### config.mk
export PLATFORM = sky130hd
export DESIGN_NAME = fetch_ctrl
export DESIGN_NICKNAME = d
export VERILOG_FILES = /design/src/rtl/fetch_ctrl_pkg.sv /design/src/rtl/fetch_ctrl_pc_counter.sv /design/src/rtl/fetch_ctrl.sv
export SDC_FILE = /design/constraint.sdc
export NUM_CORES = 1
export LEC_CHECK = 0
export ABC_AREA = 1
export CORE_MARGIN = 3
export CORE_UTILIZATION = 45
export DETAILED_ROUTE_END_ITERATION = 8
export PLACE_DENSITY_LB_ADDON = 0.08
export SYNTH_ARGS = -nofsm -noshare
export SYNTH_HDL_FRONTEND = slang
export SYNTH_SLANG_ARGS = --single-unit
### constraint.sdc
create_clock -name i_clk -period 2.1 [get_ports i_clk]
set_clock_uncertainty 0.1 [all_clocks]
set_input_delay 0.42 -clock i_clk [delete_from_list [all_inputs] [get_ports i_clk]]
set_output_delay 0.42 -clock i_clk [all_outputs]
set_load 0.005 [all_outputs]
### src/rtl/fetch_ctrl_pkg.sv
// fetch_ctrl_pkg: shared sequencer states, IR fetch-mode codes and opcode defaults
//   FETCH_SINGLE_STEP_EN adds the STEP state used by the single-step build.
package fetch_ctrl_pkg;
   typedef enum logic [2:0] {
      S_F1,
      S_DEC,
      S_F2,
      S_EXEC,
      S_HALT
`ifdef FETCH_SINGLE_STEP_EN
      , S_STEP
`endif
   } state_e;
   localparam logic [1:0] FM_HOLD = 2'b00;
   localparam logic [1:0] FM_OP1 = 2'b01;
   localparam logic [1:0] FM_OP2 = 2'b10;
   localparam logic [2:0] HALT_OP_DEF = 3'b111;
   localparam logic [7:0] TWO_BYTE_DEF = 8'b0011_1110;
endpackage

### src/rtl/fetch_ctrl_pc_counter.sv
// fetch_ctrl_pc_counter: program counter with jump load, increment and sync reset
//   clk_i/rst_i  clock, synchronous active-high reset to RESET_PC
//   inc_i        advance PC by one (wraps modulo 2^PC_W)
//   ld_i         load ld_val_i (takes priority over inc_i)
//   pc_o         current PC
module fetch_ctrl_pc_counter #(
   parameter int unsigned PC_W = 8,
   parameter logic [PC_W-1:0] RESET_PC = '0
) (
   input  logic            clk_i,
   input  logic            rst_i,
   input  logic            inc_i,
   input  logic            ld_i,
   input  logic [PC_W-1:0] ld_val_i,
   output logic [PC_W-1:0] pc_o
);
   logic [PC_W-1:0] pc_q, pc_d;
   always_comb pc_d = ld_i ? ld_val_i : inc_i ? pc_q + PC_W'(1) : pc_q;
   always_ff @(posedge clk_i) pc_q <= rst_i ? RESET_PC : pc_d;
   assign pc_o = pc_q;
endmodule

### src/rtl/fetch_ctrl.sv
// fetch_ctrl: instruction-fetch sequencer (ROM req/ack, IR load, execute handshake)
//   FETCH_SINGLE_STEP_EN: adds i_step; after each instruction waits in STEP for i_step.
//   i_clk/i_rst                     clock, synchronous active-high reset
//   o_mem_addr/o_mem_rd/i_mem_ack   ROM read handshake, address = PC
//   o_fetch_mode/i_ins_func         IR load control (01 opcode, 10 operand) and decoded opcode
//   o_exec_start/i_exec_done        execute handshake; i_jmp_en/i_jmp_addr branch on done
//   o_pc/o_halted                   current PC, halted on HALT_OP
module fetch_ctrl
   import fetch_ctrl_pkg::*;
#(
   parameter int unsigned PC_W = 8,
   parameter logic [PC_W-1:0] RESET_PC = '0,
   parameter logic [7:0] TWO_BYTE = TWO_BYTE_DEF,
   parameter logic [2:0] HALT_OP = HALT_OP_DEF
) (
   input  logic            i_clk,
   input  logic            i_rst,
   output logic [PC_W-1:0] o_mem_addr,
   output logic            o_mem_rd,
   input  logic            i_mem_ack,
   output logic [1:0]      o_fetch_mode,
   input  logic [2:0]      i_ins_func,
   output logic            o_exec_start,
   input  logic            i_exec_done,
   input  logic            i_jmp_en,
   input  logic [PC_W-1:0] i_jmp_addr,
`ifdef FETCH_SINGLE_STEP_EN
   input  logic            i_step,
`endif
   output logic [PC_W-1:0] o_pc,
   output logic            o_halted
);
   state_e state_q, state_d;
   logic started_q, started_d, pc_inc, pc_ld;
   logic [PC_W-1:0] pc;
   fetch_ctrl_pc_counter #(.PC_W(PC_W), .RESET_PC(RESET_PC)) u_pc (
      .clk_i(i_clk),
      .rst_i(i_rst),
      .inc_i(pc_inc),
      .ld_i(pc_ld),
      .ld_val_i(i_jmp_addr),
      .pc_o(pc)
   );
   always_ff @(posedge i_clk) begin
      state_q <= i_rst ? S_F1 : state_d;
      started_q <= i_rst ? 1'b0 : started_d;
   end
   always_comb begin
      state_d = state_q;
      started_d = started_q;
      pc_inc = 1'b0;
      pc_ld = 1'b0;
      o_mem_rd = 1'b0;
      o_fetch_mode = FM_HOLD;
      o_exec_start = 1'b0;
      o_halted = 1'b0;
      case (state_q)
         S_F1, S_F2: begin
            o_mem_rd = 1'b1;
            if (i_mem_ack) begin
               o_fetch_mode = state_q == S_F1 ? FM_OP1 : FM_OP2;
               pc_inc = 1'b1;
               state_d = state_q == S_F1 ? S_DEC : S_EXEC;
            end
         end
         S_DEC: state_d = i_ins_func == HALT_OP ? S_HALT : TWO_BYTE[i_ins_func] ? S_F2 : S_EXEC;
         S_EXEC: begin
            // started_q marks that the start pulse was already issued for this instruction
            o_exec_start = !started_q;
            started_d = !i_exec_done;
            if (i_exec_done) begin
               pc_ld = i_jmp_en;
`ifdef FETCH_SINGLE_STEP_EN
               state_d = S_STEP;
`else
               state_d = S_F1;
`endif
            end
         end
         S_HALT: o_halted = 1'b1;
`ifdef FETCH_SINGLE_STEP_EN
         S_STEP: state_d = i_step ? S_F1 : S_STEP;
`endif
         default: state_d = S_F1;
      endcase
      // outputs stay quiet for as long as reset is held, abandoning any open request
      if (i_rst) begin
         o_mem_rd = 1'b0;
         o_fetch_mode = FM_HOLD;
         o_exec_start = 1'b0;
         o_halted = 1'b0;
      end
   end
   assign o_mem_addr = pc;
   assign o_pc = pc;
endmodule

==> metrics.txt <==
status complete, no violations; crit path max fanout 6; Clock Sinks 12; Tmin final 2.00 ns; post-synthesis instance total 135; cell count after placement 191; Detailed Place HPWL 1.66 mm; Finished Cell Area 1290 um^2; Total Routing Usage GR 0.174; Detailed Route WL 2.06 mm; Post-DP Area 1240 um^2; Avg Cell Area, Syn 6.55 um^2; PortBufs 36; H-tree Lvls 1; Post-synth top flop dfxtp_1; Post-synth EDFFs 0; largest net degree at the start of global routing 9; Fmax 500 MHz; area share of the largest cell type after synthesis 0.272; Buf/Inv on CP 3; # setup viols final 0; period utilization 0.952; Initial Util 0.496; Ys Warns 0; filler cell count 156; max incr delay on CP 0.50 ns; diode count 0; Initial DRC Count 15; crit path launch type input pin; required time worst endpoint 1.58 ns; full die area 2530 um^2; Pwr Density 495 nW/um^2; sequential area share after synthesis 0.272; Die H 50.3 um; maximum clock insertion buffer count 2; Leakage Power 0.544 nW; I/O pin cnt 37; core area 1780 um^2; cell area after technology mapping 885 um^2; die span in x 50.3 um; DRC errors left 0; asr flop ratio synth 0; first-pass GRT wire length 3.42 mm; critical path, cell by cell dlygate4sd2_1, buf_4, nor2_1, clkdlybuf4s50_1; flops & latches, synth 12; clk slew on worst S/H paths 0.08 ns; CTS buffer count 3; PnR worst setup slack 0.102 ns; Pre-antenna DRT Iters 4; Worst setup EP type output port; synth top area cells dfxtp_1, nand2_1, buf_4; slowest CP cell clkdlybuf4s50_1; Layout Cells excl Fill 194; Via density 4.88; Slew headroom 0.776; Hold WC Path Type reg -> reg; VDD IR-drop max 333 uV; Unique masters post-synth 27; worst-margin pin slew 0.335 ns; GRT overflow 0; Crit Path Class in -> out; most common cell in the netlist nand2_1; global placer's final weighted congestion 0.795; vias in the first global route 851; Post-synth top cells nand2_1, inv_1, dfxtp_1, nor2_1, nand3_1; Max-Cap Viols 0; nets@finish 188; max-slew violation count 0; vias post-DR 946; pre-CTS setup slack -0.173 ns; RSZ-0062 raised after global routing no; Synth Net Count 152; CTS tree done; Area Overhead vs Synth 45.7%; final hold vios 0; leading area contributor after synthesis dfxtp_1; clock latency on the worst-skew pair 0.27 ns; Cell Rows 15; initial antenna violation count 0; Worst Path Arrival 1.48 ns; Final ANT Viol Nets 0; drt wl/cell 10.6 um; CP top delay family buffers and inverters; fraction of layout cells with a size suffix above 1 0.154; root buffer cell clkbuf_4
[cells in the final DEF, fill, tap and decap left out, types with 2 or more instances in the layout]
| cell type | instances |
|---|---|
| buf_4 | 4 |
| clkinv_1 | 3 |
| a31oi_1 | 2 |
| inv_1 | 12 |
| inv_4 | 2 |
| nand2_1 | 37 |
| a21oi_1 | 4 |
| nor3_1 | 2 |
| nand3_1 | 10 |
| nand3b_1 | 4 |
| nor2_1 | 11 |
| dlygate4sd2_1 | 2 |
| clkdlybuf4s50_1 | 33 |
| a21oi_2 | 3 |
| o211ai_1 | 2 |
| dfxtp_1 | 9 |
| xor2_1 | 2 |
| dfxtp_2 | 2 |
| o21ai_0 | 6 |
| clkbuf_4 | 3 |
[where the power goes]
part,switching [mW],total (mW),internal (mW)
registers,0.0304,0.277,0.247
clock network,0.0795,0.146,0.0664
logic,0.0954,0.215,0.120
total,0.205,0.638,0.433
[layer usage]
| layer | global-route usage | part of all wire |
|---|---|---|
| met5 | 0 | 0 |
| met4 | 0.0628 | 0.012 |
| met3 | 0.0415 | 0.055 |
| met2 | 0.317 | 0.51 |
| met1 | 0.194 | 0.42 |
[cell type report]
cell class	count	area, um^2	area share
Clock buffer	3	22.5	0.0175
Inverter	18	72.6	0.0563
Multi-Input combinational cell	96	526	0.408
Sequential cell	12	246	0.191
Tap cell	25	31.3	0.0243
Timing Repair Buffer	40	390	0.303
[logic make-up after synthesis]
kind of cell | after synthesis | share of synthesized area
adders and majority gates | 1 | 0.0141
xor gates and xnor gates | 3 | 0.0297
DFF | 12 | 0.272
AOI/OAI and AO/OA | 17 | 0.117
buffers and inverters | 27 | 0.149
and+or+nand+nor | 75 | 0.419
[worst reg2reg max path: cells and delay by family, from the launching register on]
family                   cells  cell delay (ns)
AO/OA/AOI/OAI                1             0.13
adder cells (fa/ha/maj)      1             0.22
buffers and inverters        1             0.03
flip-flops                   1             0.45
AND/OR/NAND/NOR              5             0.42
[worst paths after layout]
kind	end	slack, ns	depth (start not counted)	from
worst min register to register	started_q	0.38	2	started_q
worst max-delay path	o_halted	0.10	4	i_rst
worst min-delay path	started_q	0.38	2	started_q
worst max register to register	u_pc.pc_o[4]	0.64	8	u_pc.pc_o[0]
[stage by stage]
step | total power, mW | setup TNS (ns) | util | hold WS, ns
after floorplan | 0.394 | 0 | - | 0.346
after global placement | 0.489 | -0.472 | 0.697 | 0.354
after detailed placement | 0.493 | -0.503 | 0.697 | 0.363
after CTS | 0.639 | -0.0259 | 0.712 | 0.374
after global routing | 0.679 | 0 | 0.723 | 0.417
final | 0.638 | 0 | 0.723 | 0.383
[registers in the layout (all words and copies together) (netlist names)]
| signal | cells |
|---|---|
| started_q | 1 |
| state_q | 3 |
| u_pc.pc_o | 8 |
[what timing repair did]
| action | CTS | global route |
|---|---|---|
| setup buffers | 0 | 0 |
| hold buffers | 0 | 0 |
| setup endpoints to repair | 5 | 2 |
| resized for setup | 8 | 6 |
| pin swaps | 0 | 0 |
Note: power is estimated with default switching activity, not from simulation.
